**config.mk**
```make
export PLATFORM = sky130hd
export DESIGN_NAME = median_stream
export DESIGN_NICKNAME = d
export VERILOG_FILES = /design/src/rtl/median_stream.sv
export SDC_FILE = /design/constraint.sdc
export NUM_CORES = 1
export LEC_CHECK = 0
export ABC_AREA = 0
export ABC_CLOCK_PERIOD_IN_PS = 7650
export CAP_MARGIN = 15
export CORE_UTILIZATION = 40
export DETAILED_ROUTE_END_ITERATION = 16
export GPL_ROUTABILITY_DRIVEN = 0
export PLACE_DENSITY = 0.53
export REMOVE_ABC_BUFFERS = 1
export SLEW_MARGIN = 15
export SYNTH_ARGS = -nofsm -noshare
export SYNTH_HDL_FRONTEND = slang
export SYNTH_SLANG_ARGS = --single-unit
```
**constraint.sdc**
```tcl
create_clock -name clk -period 7.65 [get_ports clk]
set_clock_uncertainty 0.05 [all_clocks]
set_input_delay 1.9125 -clock clk [delete_from_list [all_inputs] [get_ports clk]]
set_output_delay 1.9125 -clock clk [all_outputs]
set_load 0.02 [all_outputs]
```
**src/rtl/median_stream.sv**
```systemverilog
// Streaming 3x3 median filter over raster-order pixels, emitting interior
// pixels only. Line buffers build the window; a 3-stage sorting network picks the median.
module median_stream #(
    parameter int DATA_W = 8,
    parameter int IMG_W  = 8,
    parameter int IMG_H  = 6
) (
    input  logic              clk,
    input  logic              rst_n,
    input  logic [DATA_W-1:0] in_pixel,
    input  logic              in_sof,
    input  logic              in_valid,
    output logic              in_ready,
    output logic [DATA_W-1:0] out_pixel,
    output logic              out_sof,
    output logic              out_eol,
    output logic              out_valid,
    input  logic              out_ready
);

    localparam int CW = $clog2(IMG_W);
    localparam int RW = $clog2(IMG_H);
    localparam logic [CW-1:0] COL_LAST = CW'(IMG_W - 1);
    localparam logic [RW-1:0] ROW_LAST = RW'(IMG_H - 1);

    typedef logic [DATA_W-1:0] pix_t;

    function automatic pix_t min2(input pix_t a, input pix_t b);
        return (a < b) ? a : b;
    endfunction

    function automatic pix_t max2(input pix_t a, input pix_t b);
        return (a < b) ? b : a;
    endfunction

    function automatic pix_t med3(input pix_t a, input pix_t b, input pix_t c);
        return max2(min2(a, b), min2(max2(a, b), c));
    endfunction

    logic          stall;
    logic          accept;
    logic          emit;
    logic [CW-1:0] col, col_pos;
    logic [RW-1:0] row, row_pos;

    pix_t lb0 [IMG_W];
    pix_t lb1 [IMG_W];
    pix_t win [3][3];   // [line][column]; line 0 is oldest, column 2 newest

    logic v0, sof0, eol0;
    pix_t s1_min [3];
    pix_t s1_med [3];
    pix_t s1_max [3];
    logic v1, sof1, eol1;
    pix_t s2_lo, s2_md, s2_hi;
    logic v2, sof2, eol2;

    always_comb begin
        stall    = out_valid & ~out_ready;
        in_ready = ~stall;
        accept   = in_valid & in_ready;
        // An in_sof beat restarts position at (0,0) regardless of the counters.
        col_pos  = in_sof ? '0 : col;
        row_pos  = in_sof ? '0 : row;
        emit     = (row_pos >= RW'(2)) && (col_pos >= CW'(2));
    end

    always_ff @(posedge clk or negedge rst_n) begin
        if (!rst_n) begin
            col <= '0;
            row <= '0;
        end else if (accept) begin
            if (col_pos == COL_LAST) begin
                col <= '0;
                row <= (row_pos == ROW_LAST) ? '0 : row_pos + 1'b1;
            end else begin
                col <= col_pos + 1'b1;
                row <= row_pos;
            end
        end
    end

    always_ff @(posedge clk) begin
        if (accept) begin
            lb0[col_pos] <= in_pixel;
            lb1[col_pos] <= lb0[col_pos];
            for (int unsigned r = 0; r < 3; r++) begin
                win[r][0] <= win[r][1];
                win[r][1] <= win[r][2];
            end
            win[0][2] <= lb1[col_pos];
            win[1][2] <= lb0[col_pos];
            win[2][2] <= in_pixel;
        end
    end

    always_ff @(posedge clk or negedge rst_n) begin
        if (!rst_n) begin
            v0        <= 1'b0;
            sof0      <= 1'b0;
            eol0      <= 1'b0;
            v1        <= 1'b0;
            sof1      <= 1'b0;
            eol1      <= 1'b0;
            v2        <= 1'b0;
            sof2      <= 1'b0;
            eol2      <= 1'b0;
            s2_lo     <= '0;
            s2_md     <= '0;
            s2_hi     <= '0;
            out_valid <= 1'b0;
            out_sof   <= 1'b0;
            out_eol   <= 1'b0;
            out_pixel <= '0;
            for (int unsigned r = 0; r < 3; r++) begin
                s1_min[r] <= '0;
                s1_med[r] <= '0;
                s1_max[r] <= '0;
            end
        end else if (!stall) begin
            v0   <= accept & emit;
            sof0 <= accept & emit & (row_pos == RW'(2)) & (col_pos == CW'(2));
            eol0 <= accept & emit & (col_pos == COL_LAST);

            for (int unsigned r = 0; r < 3; r++) begin
                s1_min[r] <= min2(min2(win[r][0], win[r][1]), win[r][2]);
                s1_med[r] <= med3(win[r][0], win[r][1], win[r][2]);
                s1_max[r] <= max2(max2(win[r][0], win[r][1]), win[r][2]);
            end
            v1   <= v0;
            sof1 <= sof0;
            eol1 <= eol0;

            s2_lo <= max2(max2(s1_min[0], s1_min[1]), s1_min[2]);
            s2_md <= med3(s1_med[0], s1_med[1], s1_med[2]);
            s2_hi <= min2(min2(s1_max[0], s1_max[1]), s1_max[2]);
            v2    <= v1;
            sof2  <= sof1;
            eol2  <= eol1;

            out_pixel <= med3(s2_lo, s2_md, s2_hi);
            out_valid <= v2;
            out_sof   <= sof2;
            out_eol   <= eol2;
        end
    end

endmodule
```
# [After elaboration in Yosys (flattened, before gate mapping)]
# Memory sizes are Yosys's and may differ from the RTL's.
# Cells that the tools add are included.
[totals] reg_bits=122 latch_bits=0 mem_bits_rw=200 mem_bits_ro=0 inputBits=13 out_inout_bits=12 mem_count=3
[op_classes] addsub=2 multipliers=0 n_div=0 order_cmp=24 eq_ne=4 shifts=0 muxes=37 bitwise_logic=8 n_reduce_logical=1
[mem_list] name="win" depth=3 word_bits=24 read_ports=3 rd_clocked_by_memory_dff=0 write_ports=3 line_no="48" text="pix_t win [3][3];"
[mem_list] name="lb0" depth=8 word_bits=8 read_ports=1 rd_clocked_by_memory_dff=0 write_ports=1 line_no="46" text="pix_t lb0 [IMG_W];"
[mem_list] name="lb1" depth=8 word_bits=8 read_ports=1 rd_clocked_by_memory_dff=0 write_ports=1 line_no="47" text="pix_t lb1 [IMG_W];"
[ops] op="$mux W8" count=30
[ops] op="$lt A8 B8 Y1" count=22
[ops] op="$mux W3" count=5
[ops] op="$add A3 B1 Y3 const B" count=2
[ops] op="$and A1 B1 Y1" count=6
[ops] op="$eq A3 B2 Y1 const B" count=2
[ops] op="$eq A3 B3 Y1 const B" count=2
[ops] op="$ge A3 B2 Y1 const B" count=2
[ops] op="$mux W1" count=2
[ops] op="$not A1 Y1" count=2
[ops] op="$logic_and A1 B1 Y1" count=1

# [Depth between registers and ports, before layout]
[depth] depth_word=7 depth_mapped=25 ltp_nobuf=23

# [Worst setup path after synthesis]
# OpenSTA, ideal clock, no wires.
[synth_timing] kind="register to register" startpoint="memory win[0][37] (netlist bit)" endpoint="register s1_med[13] (netlist bit)" setup_time_ns=0.087 t_arrival_ns=5.177 required_ns=7.513 path_slack_ns=2.336 path_stages_with_launch=24 path_buffers=2 synth_period_minus_slack_ns=5.314 path_cell_list="edfxtp_1 > inv_1 > ha_1 > a21oi_1 > o21ai_1 > a21oi_1 > clkbuf_1 > mux2_2 > ha_1 > o21ai_0 > a221oi_1 > nor2_1 > a31oi_1 > clkbuf_1 > nand2_1 > o21ai_0 > ha_1 > a41oi_1 > o21ai_0 > a2111o_1 > a211oi_1 > a2bb2oi_1 > nand2_1 > o211ai_1"
[synth_rtl] element="start, declared" line_no="48"
[synth_rtl] element="end signal, assigned by index" line_no="127" text="s1_med[r] <= med3(win[r][0], win[r][1], win[r][2]);"
[synth_rtl] element="end, declared" line_no="52" text="pix_t s1_med [3];"

==> metrics.md <==
| Metric | Value |
|---|---|
| Die X-Extent | `215 um` |
| Status | `complete, no violations` |
| CP delay by family, top | `compound AO/OA/AOI/OAI gates` |
| Syn Area/Cell | `10.4 sq um` |
| Ratio of cells with drive above 1 in the final layout | `9.00%` |
| Effective utilization at floorplan | `40.9%` |
| Type of origin of the critical path | `flip-flop` |
| Kind of critical path | `reg2reg` |
| Final hold slack | `0.408 ns` |
| Area growth syn-to-layout | `11.9%` |
| Hold_sp | `v2` |
| Finished Cell Area | `0.0204 sq mm` |
| Fillers | `4143` |
| Root buffer cell | `clkbuf_16` |
| DRC | `0` |
| # setup viols final | `0` |
| GRT overflow | `0` |
| Setup repair bufs after CTS | `0` |
| Synth Warn # | `0` |
| Slowest stage delay, CP | `0.78 ns` |
| Max Clk Rate | `158 MHz` |
| First-pass GRT wire length | `74300 um` |
| Vias in the first global route | `12800` |
| Total number of vias | `13000` |
| Post-synth EDFFs | `200` |
| Worst hold path class | `reg2reg` |
| Die area | `0.0464 sq mm` |
| Critical path data required time | `8.07 ns` |
| Count of different cell masters after synthesis | `75` |
| Synth async-reset ratio | `37.9%` |
| Placed cell area | `0.0191 sq mm` |
| Relative slew slack | `31.9%` |
| Total GRT Usage | `20.6%` |
| DR vias/cell | `5.44` |
| Clock buffer count from CTS | `39` |
| Crit-path max FO | `11` |
| Sequential area share after synthesis | `49.7%` |
| Fin nets | `1940` |
| CTS tree | `done` |
| Hold-fix buffers, CTS | `0` |
| Clk slew on worst S/H paths | `0.06 ns` |
| Max-cap viol count | `0` |
| Tcrit/Tclk final | `82.7%` |
| Total Neg Setup Slack | `0 ns` |
| Reg-to-Reg Start | `win[0][37]` |
| Post-CTS Resized | `0` |
| Kind of end point of the critical path | `flip-flop` |
| Die Y | `215 um` |
| Minimum clock period | `6.33 ns` |
| Peak VDD IR | `0.296 mV` |
| I/O Buffers | `24` |
| Hpwl dp | `33700 um` |
| Hold Vio Cnt, Final | `0` |
| IO Pins | `25` |
| FP Rows | `77` |
| Commonest cells post-synth | `nand2_1 (271), edfxtp_1 (200), ha_1 (157), a21oi_1 (152), inv_1 (132)` |
| H-tree depth | `2` |
| Register bit total from synthesis | `322` |
| CP startpoint | `win[0][37]` |
| 1st-pass router iterations | `4` |
| Cell Area, Synth | `0.0182 sq mm` |
| Routed wire length per instance | `19.9 um` |
| Cell taking the most area after synthesis | `edfxtp_1` |
| RSZ-0062 raised after global routing | `no` |
| Total clock sinks | `322` |
| Leak Pwr | `8.64 nW` |
| Top FF cell, synth | `edfxtp_1` |
| Slowest CP cell | `a21oi_1` |
| Post-synth top area share | `32.9%` |
| Largest net degree at the start of global routing | `136` |
| Worst skew pair latency | `0.56 ns` |
| Antenna Cells | `0` |
| Power Dens Cells | `446 mW/mm^2` |
| DRT antenna net count | `0` |
| CTS max path bufs | `3` |
| Worst Path Buf+Inv | `1` |
| WP data arrival | `6.75 ns` |
| Initial antenna violation count | `0` |
| Fin. max-slew vios | `0` |
| Main area contributors after synthesis | `edfxtp_1 (33%), dfrtp_1 (17%), ha_1 (11%)` |
| Crit path cell chain | `inv_1, ha_1, a21oi_1, o21ai_1, a21oi_1, mux2_2, ha_1, a21o_1, a21o_1, a21o_1, nor2_1, a31oi_2, o21ai_0, ha_1, a41oi_1, o21ai_0, a2111o_1, a211oi_1, a2bb2oi_1, nand2_1, o211ai_1` |
| Core area | `0.0446 sq mm` |
| Syn Inst Count | `1754` |
| Total Wirelength | `47500 um` |
| DRT iter0 DRCs | `961` |
| Slew @ Worst Pin | `1.02 ns` |
| Count leader, synth | `nand2_1` |
## metal layers
| metal | part of all wire (%) | vias to the layer above | wire length, um | global-route usage (%) |
|---|---|---|---|---|
| met5 | 0 | - | 0 | 0 |
| met4 | 3.0 | 0 | 1430 | 7.30 |
| met3 | 3.4 | 86 | 1620 | 2.62 |
| met2 | 45 | 229 | 21400 | 32.2 |
| met1 | 49 | 6255 | 23100 | 29.2 |
| li1 | - | 6437 | - | - |
## power breakdown
part | switching, mW | leakage, nW | internal, mW
logic | 2.66 | 4.66 | 2.01
registers | 0.331 | 3.35 | 2.25
clock network | 0.756 | 0.632 | 1.10
total | 3.75 | 8.64 | 5.36
## final cells by class
cell class,count,area (sq um),share of cell area [%]
tap,592,741,3.63
clock buffer,55,1120,5.48
clock inverter,17,166,0.816
timing repair buffer,45,408,2.00
inverter,134,507,2.48
sequential,322,9060,44.4
multi-input combinational,1228,8400,41.2
## per-stage QoR
step                      worst slack [ns]  power, mW  utilization [%]  cells
after floorplan                      -4.63       6.03                -   1684
after global placement                1.59       7.15             42.9   2321
after detailed placement              1.38       7.26             42.9   2321
after CTS                             1.32       9.15             45.7   2393
after global routing                 0.694       9.86             45.7   2393
final                                 1.32       9.11             45.7   2393
## path summary, 6_finish.rpt
path / to / slack [ns] / cells after the start
worst max-delay path: s1_med[14] / 1.32 / 21
worst min-delay path: out_valid / 0.41 / 1
worst max register to register: s1_med[14] / 1.32 / 21
worst min register to register: out_valid / 0.41 / 1
max in group asynchronous: row[0] / 4.82 / 2
min in group asynchronous: s2_md[6] / 1.36 / 1
## registers in the layout, summed over array words and instances, names as in the netlist, 3 cells and up
register,count
lb0,64
s2_lo,8
row,3
s2_md,8
s1_med,24
win,72
s1_max,24
out_pixel,8
col,3
s2_hi,8
lb1,64
s1_min,24
## cells by family after synthesis
kind of cell / after synthesis / synth area share, %
adder cells (fa/ha/maj): 157 / 10.8
AO/OA/AOI/OAI: 431 / 15.3
multiplexers: 125 / 7.26
AND/OR/NAND/NOR: 515 / 12.7
buffers and inverters: 204 / 4.32
flip-flops: 322 / 49.7
## placed cells by master (no fill, tap or decap), types with 22 or more instances in the layout
cell type	instances
mux2_2	58
nor2_1	86
nor3_1	25
nand3_1	25
a21oi_1	152
dfrtp_1	122
nor2b_1	24
edfxtp_1	200
nand2_1	271
clkdlybuf4s50_1	23
ha_1	157
inv_1	131
o21ai_0	83
clkbuf_16	41
a21o_1	22
mux2i_1	67
nand2b_1	23
Note: power is estimated with default switching activity, not from simulation.
